--- src/rtl/disk_track_loader_if.sv ---
// Block handshake between the track loader (master) and the HPS virtual-disk port (slave).
interface disk_track_loader_if #(
    parameter int DRIVES = 2,
    parameter int SEC_W  = 4
);
    localparam int DW = (DRIVES > 1) ? $clog2(DRIVES) : 1;

    logic [31:0]       sd_lba;
    logic [DRIVES-1:0] sd_rd;
    logic [DRIVES-1:0] sd_wr;
    logic [DRIVES-1:0] sd_ack;
    logic [DW-1:0]     buf_drive;
    logic [SEC_W-1:0]  buf_sec;

    modport master (
        output sd_lba, sd_rd, sd_wr, buf_drive, buf_sec,
        input  sd_ack
    );

    modport slave (
        input  sd_lba, sd_rd, sd_wr, buf_drive, buf_sec,
        output sd_ack
    );
endinterface

--- src/rtl/disk_track_loader.sv ---
// Multi-drive track cache: loads whole tracks into per-drive buffers and
// writes dirty tracks back to the image before they are replaced.
module disk_track_loader #(
    parameter int  DRIVES  = 2,
    parameter int  SPT     = 13,
    parameter int  TRACK_W = 6,
    parameter int  SEC_W   = 4,
    localparam int DW      = (DRIVES > 1) ? $clog2(DRIVES) : 1
) (
    input  logic                      clk_sys,
    input  logic                      reset_n,
    input  logic [DRIVES*TRACK_W-1:0] track,
    input  logic [DRIVES-1:0]         img_mounted,
    input  logic                      img_size_nz,
    input  logic                      img_readonly,
    input  logic                      wr_strobe,
    input  logic [DW-1:0]             wr_drive,
    disk_track_loader_if.master       sd,
    output logic                      cpu_wait,
    output logic [DRIVES-1:0]         busy
);
    typedef enum logic [1:0] {IDLE, FLUSH, LOAD} state_t;

    localparam logic [31:0] SPT_L = 32'(SPT);

    state_t             state;
    logic [DRIVES-1:0]  present;
    logic [DRIVES-1:0]  ro;
    logic [DRIVES-1:0]  loaded;
    logic [DRIVES-1:0]  dirty;
    logic [TRACK_W-1:0] cur_track [DRIVES];
    logic [TRACK_W-1:0] req_track [DRIVES];
    logic [DW-1:0]      act;
    logic [TRACK_W-1:0] ltrack;
    logic [SEC_W-1:0]   sec;
    logic [SEC_W-1:0]   sec_nxt;
    logic               ack_q;
    logic               remount;
    logic [DRIVES-1:0]  need;
    logic [DRIVES-1:0]  need_eff;
    logic [DW-1:0]      pick;
    logic               pick_valid;
    logic               ack;
    logic               ack_rise;
    logic               ack_fall;
    logic               last_sec;

    function automatic logic [31:0] lba_of(input logic [TRACK_W-1:0] t, input logic [SEC_W-1:0] s);
        return 32'(t) * SPT_L + 32'(s);
    endfunction

    // A mount pulse in the same cycle overrides present/loaded for the service decision.
    always_comb begin
        pick       = '0;
        pick_valid = 1'b0;
        busy       = '0;
        for (int d = 0; d < DRIVES; d++) begin
            req_track[d] = track[d*TRACK_W +: TRACK_W];
            need[d]      = present[d] & (~loaded[d] | (cur_track[d] != req_track[d]));
            need_eff[d]  = img_mounted[d] ? img_size_nz : need[d];
            busy[d]      = need[d] | ((state != IDLE) && (act == DW'(d)));
        end
        for (int d = DRIVES - 1; d >= 0; d--) begin
            if (need_eff[d]) begin
                pick       = DW'(d);
                pick_valid = 1'b1;
            end
        end
    end

    assign ack      = sd.sd_ack[act];
    assign ack_rise = ack & ~ack_q;
    assign ack_fall = ~ack & ack_q;
    assign last_sec = (sec == SEC_W'(SPT - 1));
    assign sec_nxt  = sec + 1'b1;

    always_ff @(posedge clk_sys or negedge reset_n) begin
        if (!reset_n) begin
            state   <= IDLE;
            present <= '0;
            ro      <= '0;
            loaded  <= '0;
            dirty   <= '0;
            for (int d = 0; d < DRIVES; d++) cur_track[d] <= '0;
            act          <= '0;
            ltrack       <= '0;
            sec          <= '0;
            ack_q        <= 1'b0;
            remount      <= 1'b0;
            sd.sd_lba    <= '0;
            sd.sd_rd     <= '0;
            sd.sd_wr     <= '0;
            sd.buf_drive <= '0;
            sd.buf_sec   <= '0;
            cpu_wait     <= 1'b0;
        end else begin
            ack_q <= (state == IDLE) ? 1'b0 : ack;

            case (state)
                IDLE: begin
                    if (pick_valid) begin
                        act          <= pick;
                        sec          <= '0;
                        remount      <= 1'b0;
                        cpu_wait     <= 1'b1;
                        sd.buf_drive <= pick;
                        sd.buf_sec   <= '0;
                        if (loaded[pick] && dirty[pick] && !img_mounted[pick]) begin
                            state        <= FLUSH;
                            ltrack       <= cur_track[pick];
                            dirty[pick]  <= 1'b0;
                            sd.sd_lba    <= lba_of(cur_track[pick], '0);
                            sd.sd_wr[pick] <= 1'b1;
                        end else begin
                            state           <= LOAD;
                            ltrack          <= req_track[pick];
                            cur_track[pick] <= req_track[pick];
                            sd.sd_lba       <= lba_of(req_track[pick], '0);
                            sd.sd_rd[pick]  <= 1'b1;
                        end
                    end
                end

                FLUSH, LOAD: begin
                    if (ack_rise) begin
                        sd.sd_rd <= '0;
                        sd.sd_wr <= '0;
                    end else if (ack_fall) begin
                        if (!last_sec) begin
                            sec        <= sec_nxt;
                            sd.buf_sec <= sec_nxt;
                            sd.sd_lba  <= lba_of(ltrack, sec_nxt);
                            if (state == FLUSH) sd.sd_wr[act] <= 1'b1;
                            else                sd.sd_rd[act] <= 1'b1;
                        end else if (state == FLUSH) begin
                            state          <= LOAD;
                            sec            <= '0;
                            sd.buf_sec     <= '0;
                            ltrack         <= req_track[act];
                            cur_track[act] <= req_track[act];
                            sd.sd_lba      <= lba_of(req_track[act], '0);
                            sd.sd_rd[act]  <= 1'b1;
                        end else begin
                            state       <= IDLE;
                            cpu_wait    <= 1'b0;
                            loaded[act] <= ~(remount | img_mounted[act]);
                        end
                    end
                    // A remount of the active drive forces a reload once this load ends.
                    if (img_mounted[act]) remount <= 1'b1;
                end

                default: state <= IDLE;
            endcase

            if (wr_strobe && present[wr_drive] && loaded[wr_drive] && !ro[wr_drive])
                dirty[wr_drive] <= 1'b1;

            for (int d = 0; d < DRIVES; d++) begin
                if (img_mounted[d]) begin
                    present[d] <= img_size_nz;
                    ro[d]      <= img_readonly;
                    loaded[d]  <= 1'b0;
                    dirty[d]   <= 1'b0;
                end
            end
        end
    end
endmodule

--- src/flat_wrapper.sv ---
// flat-port wrapper written by rule: the top's interface ports become plain ports
module disk_track_loader_flat 
#(
    parameter int  DRIVES  = 2,
    parameter int  SPT     = 13,
    parameter int  TRACK_W = 6,
    parameter int  SEC_W   = 4,
    localparam int DW      = (DRIVES > 1) ? $clog2(DRIVES) : 1
)
  (clk_sys, reset_n, track, img_mounted, img_size_nz, img_readonly, wr_strobe, wr_drive, cpu_wait, busy, sd_sd_lba, sd_sd_rd, sd_sd_wr, sd_buf_drive, sd_buf_sec, sd_sd_ack);
  disk_track_loader_if #(.DRIVES(DRIVES), .SEC_W(SEC_W)) sd_i ();
  input  logic clk_sys;
  input  logic reset_n;
  input  logic [DRIVES*TRACK_W-1:0] track;
  input  logic [DRIVES-1:0] img_mounted;
  input  logic img_size_nz;
  input  logic img_readonly;
  input  logic wr_strobe;
  input  logic [DW-1:0] wr_drive;
  output logic cpu_wait;
  output logic [DRIVES-1:0] busy;
  output wire logic [$bits(sd_i.sd_lba)-1:0] sd_sd_lba;
  output wire logic [$bits(sd_i.sd_rd)-1:0] sd_sd_rd;
  output wire logic [$bits(sd_i.sd_wr)-1:0] sd_sd_wr;
  output wire logic [$bits(sd_i.buf_drive)-1:0] sd_buf_drive;
  output wire logic [$bits(sd_i.buf_sec)-1:0] sd_buf_sec;
  input wire logic [$bits(sd_i.sd_ack)-1:0] sd_sd_ack;
  assign sd_sd_lba = sd_i.sd_lba;
  assign sd_sd_rd = sd_i.sd_rd;
  assign sd_sd_wr = sd_i.sd_wr;
  assign sd_buf_drive = sd_i.buf_drive;
  assign sd_buf_sec = sd_i.buf_sec;
  assign sd_i.sd_ack = sd_sd_ack;
  disk_track_loader #(.DRIVES(DRIVES), .SPT(SPT), .TRACK_W(TRACK_W), .SEC_W(SEC_W)) u_core (.clk_sys(clk_sys), .reset_n(reset_n), .track(track), .img_mounted(img_mounted), .img_size_nz(img_size_nz), .img_readonly(img_readonly), .wr_strobe(wr_strobe), .wr_drive(wr_drive), .sd(sd_i), .cpu_wait(cpu_wait), .busy(busy));
endmodule
--- config.mk ---
export PLATFORM = sky130hd
export DESIGN_NAME = disk_track_loader_flat
export DESIGN_NICKNAME = d
export VERILOG_FILES = /design/src/rtl/disk_track_loader_if.sv /design/src/rtl/disk_track_loader.sv /design/src/flat_wrapper.sv
export SDC_FILE = /design/constraint.sdc
export NUM_CORES = 1
export LEC_CHECK = 0
export CAP_MARGIN = 0
export CORE_MARGIN = 2
export CORE_UTILIZATION = 66
export DETAILED_ROUTE_END_ITERATION = 8
export DONT_BUFFER_PORTS = 1
export GPL_TIMING_DRIVEN = 0
export PLACE_DENSITY = 0.84
export SLEW_MARGIN = 25
export SYNTH_ARGS = -nofsm -noshare
export SYNTH_HDL_FRONTEND = slang
export SYNTH_SLANG_ARGS = --single-unit
export TNS_END_PERCENT = 30
--- constraint.sdc ---
create_clock -name clk_sys -period 5.6 [get_ports clk_sys]
set_clock_uncertainty 0.1 [all_clocks]
set_input_delay 1.68 -clock clk_sys [delete_from_list [all_inputs] [get_ports clk_sys]]
set_output_delay 1.68 -clock clk_sys [all_outputs]
set_load 0.01 [all_outputs]
## Word level (Yosys, flattened, before mapping)

Cells that the tools add are included.

| storage, ports and cells | value |
|---|---|
| logic and storage cells | 233 |
| register bits after elaboration | 72 |
| output and inout port bits | 44 |

| operators by class | value |
|---|---|
| mux-type cells | 115 |
| eq/ne operators | 24 |
| $mul | 4 |
| $add $sub $neg | 2 |
| $lt $le $gt $ge | 10 |
| bitwise logic cells | 24 |
| reductions and logical operators | 35 |

Operators with widths:

| kind | number |
|---|---|
| 32-bit two-way mux | 5 |
| 6-bit two-way mux | 17 |
| 12-bit two-way mux | 6 |
| 32-bit case mux with 2 select lines | 1 |
| 2-bit two-way mux | 28 |
| 6-bit by 4-bit multiplier with 10-bit output, second input constant | 4 |
| 1-bit two-way mux | 36 |
| 12-bit bitwise mux | 2 |
| 12-bit case mux with 2 select lines | 1 |
| 6-bit AND reduction | 4 |
| 4-bit two-way mux | 5 |
| 2-bit != test, second input constant | 8 |
| 2-bit nonzero test | 8 |
| 5-bit AND reduction | 3 |
| 6-bit demux with 1-bit select | 2 |
| 1-bit logical AND | 12 |
| 6-bit != test | 2 |
| 2-bit case mux with 2 select lines | 3 |
| 6-bit case mux with 2 select lines | 1 |
| 10-bit by 4-bit adder with 11-bit output | 1 |
| 10-bit two-way mux | 1 |
| 2-bit by 1-bit != test with 1-bit output, second input constant | 5 |
| 2-bit bitwise OR | 5 |
| 4-bit case mux with 2 select lines | 1 |
| other kinds (29) | 53 |

## Longest topological paths before layout

| depth | value |
|---|---|
| word-level depth | 18 |
| depth in mapped cells | 21 |
| depth with buffers taken out | 18 |

## Worst setup path after synthesis

No wires, ideal clock.

| timing | value |
|---|---|
| path kind | in2reg |
| start | input track[3] |
| end | register u_core.sd.sd_lba[9] |
| required time | 5413 ps |
| library setup time | 87 ps |
| slack | -47 ps |
| stages | 19 |
| data arrival time | 5460 ps |
| path through | clkbuf_1 > xnor2_1 > nand3_1 > o31ai_2 > nand2_1 > buf_2 > clkbuf_1 > nand2_1 > nand2_1 > ha_1 > fa_1 > fa_1 > a21o_1 > a21oi_1 > o21bai_1 > a21oi_1 > xnor2_1 > mux2i_1 > o211ai_1 |

| between the ends | value |
|---|---|
| longest elaborated chain between the ends | 13 |
| elaborated cells on any way between the ends | 37 |
| classes of those cells | mul: 3; eq/ne: 2; mux: 25; bitwise: 3; reduce/logical: 4 |

RTL lines:

| what | RTL line | RTL |
|---|---|---|
| start: declaration | flat_wrapper.sv:14 | `input logic [DRIVES*TRACK_W-1:0] track;` |
| 6-bit != test | disk_track_loader.sv:59 | `need[d] = present[d] & (~loaded[d] \| (cur_track[d] != req_track[d]));` |
| 1-bit bitwise OR | disk_track_loader.sv:59 |  |
| 1-bit bitwise AND | disk_track_loader.sv:59 |  |
| 1-bit two-way mux | disk_track_loader.sv:60 | `need_eff[d] = img_mounted[d] ? img_size_nz : need[d];` |
| 1-bit two-way mux | disk_track_loader.sv:64 | `if (need_eff[d]) begin` |
| 1-bit NOT with 2-bit output (not written as such) | disk_track_loader.sv:112, disk_track_loader.sv:118 |  |
| 6-bit two-way mux (on tied branches) (3 in series) | disk_track_loader.sv:118, disk_track_loader.sv:112 |  |
| 6-bit by 4-bit multiplier with 10-bit output | disk_track_loader.sv:49 | `return 32'(t) * SPT_L + 32'(s);` |
| 10-bit two-way mux | disk_track_loader.sv:108 | `if (loaded[pick] && dirty[pick] && !img_mounted[pick]) begin` |
| 32-bit two-way mux | disk_track_loader.sv:101 | `if (pick_valid) begin` |
| 32-bit case mux with 2 select lines | disk_track_loader.sv:99 | `case (state)` |
| end signal: assignment | disk_track_loader.sv:112 | `sd.sd_lba <= lba_of(cur_track[pick], '0);` |
| end signal: assignment | disk_track_loader.sv:118 | `sd.sd_lba <= lba_of(req_track[pick], '0);` |
| end signal: assignment | disk_track_loader.sv:132 | `sd.sd_lba <= lba_of(ltrack, sec_nxt);` |
| end: declaration | disk_track_loader_if.sv:16 | `output sd_lba, sd_rd, sd_wr, buf_drive, buf_sec,` |

Parallel ways exist; a longest one is shown, timed or not. The select of a mux whose other input is x is not followed.
A chain may end at the register's enable or synchronous reset.

## Final worst setup path

| timing | value |
|---|---|
| start | input track[8] |
| end | register u_core.sd.sd_lba[9] |

| between the ends | value |
|---|---|
| longest elaborated chain between the ends | 14 |
| elaborated cells on any way between the ends | 38 |
| classes of those cells | mul: 3; eq/ne: 2; mux: 26; bitwise: 3; reduce/logical: 4 |

RTL lines:

| what | RTL line |
|---|---|
| 6-bit != test | disk_track_loader.sv:59 |
| 1-bit bitwise OR | disk_track_loader.sv:59 |
| 1-bit bitwise AND | disk_track_loader.sv:59 |
| 1-bit two-way mux | disk_track_loader.sv:60 |
| 1-bit two-way mux (2 in series) | disk_track_loader.sv:64 |
| 1-bit NOT with 2-bit output (not written as such) | disk_track_loader.sv:112, disk_track_loader.sv:118 |
| 6-bit two-way mux (on tied branches) (3 in series) | disk_track_loader.sv:118, disk_track_loader.sv:112 |
| 6-bit by 4-bit multiplier with 10-bit output | disk_track_loader.sv:49 |
| 10-bit two-way mux | disk_track_loader.sv:108 |
| 32-bit two-way mux | disk_track_loader.sv:101 |
| 32-bit case mux with 2 select lines | disk_track_loader.sv:99 |

Parallel ways exist; a longest one is shown, timed or not. The select of a mux whose other input is x is not followed.

==> results.sh <==
export IMPL_num_vias=4653
export IMPL_cp_top_family="compound AO/OA/AOI/OAI gates"
export IMPL_gp_congestion=0.910
export IMPL_ys_seq_elements=51
export IMPL_portBuffers=0
export IMPL_cts_sinks=51
export IMPL_drt_pass1_iter_count=6
export IMPL_start_util_pct=67.1
export IMPL_synth_edff_count=0
export IMPL_worst_slew_pin_slew_ps=671
export IMPL_finalHoldViolCount=0
export IMPL_core_area_um2=8130
export IMPL_mostFrequentLayoutCells="nand2_1, ha_1, dfrtp_1, inv_1, nor2_1"
export IMPL_critPathMaxFanout=10
export IMPL_dieArea_um2=9010
export IMPL_internal_power_uw=2080
export IMPL_path_cells="buf_6 > xor2_1 > a2111o_1 > o21a_4 > nand2_2 > buf_6 > buf_6 > mux2i_4 > inv_1 > fa_1 > fa_1 > a21o_1 > a21oi_2 > o21bai_1 > a21oi_2 > xnor2_1 > mux2i_1 > o211ai_1"
export IMPL_vias_per_cell=6.14
export IMPL_critical_path_buf_inv_count=4
export IMPL_totalWireLength_mm=13.8
export IMPL_synth_seq_area_share_pct=23.4
export IMPL_clockBufferDepth=2
export IMPL_worstSkewPairLatency_ps=320
export IMPL_hpwl_mm=10.8
export IMPL_cts_hold_fix_buffers=0
export IMPL_drcViolationCount=0
export IMPL_synth_cell_types=65
export IMPL_synth_largest_area_cell="dfrtp_1"
export IMPL_die_w_um=94.9
export IMPL_nets=767
export IMPL_critPathLaunchType="primary input"
export IMPL_synth_area_leaders="dfrtp_1, ha_1, nand2_1, fa_1, xnor2_1"
export IMPL_syn_avg_cell_area_um2=8.76
export IMPL_fin_crit_ps=5490
export IMPL_area_growth_pct=7.77
export IMPL_grt_pass1_vias=4518
export IMPL_clock_fmax_ghz=0.182
export IMPL_htreeDepth=2
export IMPL_status="completed"
export IMPL_worst_path_max_delay_cell="fa_1"
export IMPL_drv_cap=0
export IMPL_critical_path_class="primary input to register"
export IMPL_leakagePower_uw=0.00288
export IMPL_slew_headroom_pct=54.9
export IMPL_end_kind="register"
export IMPL_period_share_pct=98.1
export IMPL_drtIter0Drc=338
export IMPL_cp_slowest_stage_delay_ps=560
export IMPL_postSynthCellCount=623
export IMPL_mostFrequentLayoutCell="nand2_1"
export IMPL_synth_top_area_share_pct=23.4
export IMPL_cp_data_required_time_ps=5740
export IMPL_seqPwrFrac_pct=17.4
export IMPL_layout_drive_gt1_share_pct=12.6
export IMPL_grt_max_degree=52
export IMPL_final_cell_area_um2=5880
export IMPL_yosysWarnings=0
export IMPL_finalSetupViolCount=0
export IMPL_wl_per_cell_um=18.3
export IMPL_cts_buffers=5
export IMPL_p_clk_share_pct=6.7
export IMPL_post_dp_cell_area_um2=5670
export IMPL_cts_tree="yes"
export IMPL_pwr_share_comb_pct=75.9
export IMPL_power_switching_uw=2140
export IMPL_antenna_left=0
export IMPL_cts_clk_slew_worst_paths_ps=100
export IMPL_min_path_type="register to register"
export IMPL_postLayoutCoreUtil_pct=72.3
export IMPL_globalRouteOverflowTotal=0
export IMPL_crit_top_cell="buf_6"
export IMPL_antenna_found_initial=0
export IMPL_r2r_slack_ps=1060
export IMPL_antenna_cells=0
export IMPL_ys_async_sr_fraction_pct=100
export IMPL_grt_pass1_wl_mm=21.9
export IMPL_slew_violations=0
export IMPL_io_pins=66
export IMPL_switching_share_pct=50.7
export IMPL_syn_cell_area_um2=5460
export IMPL_cts_root_buf="clkbuf_8"
export IMPL_power_density_nw_per_um2=718
export IMPL_die_h_um=94.9
export IMPL_vdd_drop_max_uv=356
export IMPL_grt_usage_pct=31.5
export IMPL_ys_flop_type="dfrtp_1"
export IMPL_cp_arrival_ps=5630
export IMPL_rows=33
export IMPL_p_total_uw=4220
-- flip-flops by register name, summed over array words and instances, names as in the netlist, 2 cells and up --
register / count
u_core.cur_track: 12
u_core.sd.sd_lba: 11
u_core.ltrack: 6
u_core.sec: 4
u_core.dirty: 2
u_core.loaded: 2
u_core.present: 2
u_core.ro: 2
u_core.sd.sd_rd: 2
u_core.sd.sd_wr: 2
u_core.state: 2
-- power by group through the flow --
| stage | sequential [uW] | combinational [uW] | clock [uW] |
|---|---|---|---|
| floorplan | 672 | 2460 | 0 |
| global placement | 722 | 2940 | 0 |
| detailed placement | 731 | 3100 | 0 |
| CTS | 728 | 3160 | 290 |
| global route | 748 | 3580 | 302 |
| finish | 734 | 3200 | 285 |
-- Yosys cell counts, types with 5 or more instances --
master / count
a31oi_1: 12
a211oi_1: 8
dfrtp_1: 51
a21o_1: 10
nand2_1: 88
buf_4: 21
nor2_1: 31
o21ai_0: 18
a41oi_1: 5
nor3_1: 6
xor2_1: 11
o21bai_1: 8
mux2i_1: 13
clkbuf_1: 20
o211ai_1: 7
a21oi_1: 26
mux2_2: 15
mux2_4: 6
fa_1: 13
nand3_1: 27
xnor2_1: 26
inv_1: 47
ha_1: 80
-- cell families after synthesis --
| kind of cell | synth area share (%) |
|---|---|
| XOR/XNOR | 5.94 |
| other | 0.0687 |
| buffers and inverters | 8.55 |
| AND/OR/NAND/NOR | 14.8 |
| flip-flops | 23.4 |
| adder cells (fa/ha/maj) | 23.1 |
| AO/OA/AOI/OAI | 17.1 |
| multiplexers | 7.13 |
-- timing repair --
action                                  4_1_cts  5_1_grt
pin swaps                                     1        3
gates resized for setup                      15        6
buffers inserted                              1        1
endpoints found under the setup margin        3        3
hold endpoints to repair                      0        0
-- worst paths after layout --
check	from	to	depth (start not counted)
max	track[8]	u_core.sd.sd_lba[9]	18
min	u_core.ro[1]	u_core.ro[1]	1
max reg2reg	u_core.cur_track[2]	u_core.sd.sd_lba[9]	17
min reg2reg	u_core.ro[1]	u_core.ro[1]	1
max in group asynchronous	reset_n	u_core.cur_track[1]	0
min in group asynchronous	reset_n	u_core.sec[3]	0
-- per-layer routing --
| layer | vias up | part of all wire [%] | GRT usage [%] |
|---|---|---|---|
| met5 | - | 0 | 0 |
| met4 | 0 | 2.2 | 11.0 |
| met3 | 33 | 7.5 | 4.23 |
| met2 | 214 | 50 | 55.0 |
| met1 | 2203 | 40 | 39.8 |
| li1 | 2203 | - | - |
-- metrics by stage --
| step | setup WS [ps] | std cells | hold WS (ps) | TNS, ps |
|---|---|---|---|---|
| finish | 107 | 758 | 413 | 0 |
| global placement | -522 | 748 | 381 | -1340 |
| CTS | 38.0 | 757 | 400 | 0 |
| detailed placement | -679 | 748 | 379 | -2060 |
| floorplan | 5.25 | 643 | 344 | 0 |
| global route | -2.27 | 758 | 413 | -2.27 |
-- worst reg2reg max path, cell delays in order (launching register included) --
cell and delay (ps):
dfrtp_1 500, xor2_1 210, a2111o_1 390, o21a_4 250
nand2_2 130, buf_6 170, buf_6 180, mux2i_4 270
inv_1 140, fa_1 560, fa_1 470, a21o_1 210
a21oi_2 180, o21bai_1 90, a21oi_2 170, xnor2_1 140
mux2i_1 110, o211ai_1 190
-- final cells by class --
| class | count | area (um2) |
|---|---|---|
| Buffer | 51 | 314 |
| Clock buffer | 6 | 82.6 |
| Clock inverter | 2 | 38.8 |
| Fill cell | 655 | 2250 |
| Inverter | 47 | 176 |
| Multi-Input combinational cell | 494 | 3850 |
| Sequential cell | 51 | 1280 |
| Tap cell | 105 | 131 |
| Timing Repair Buffer | 2 | 15.0 |
Note: power is estimated with default switching activity, not from simulation.
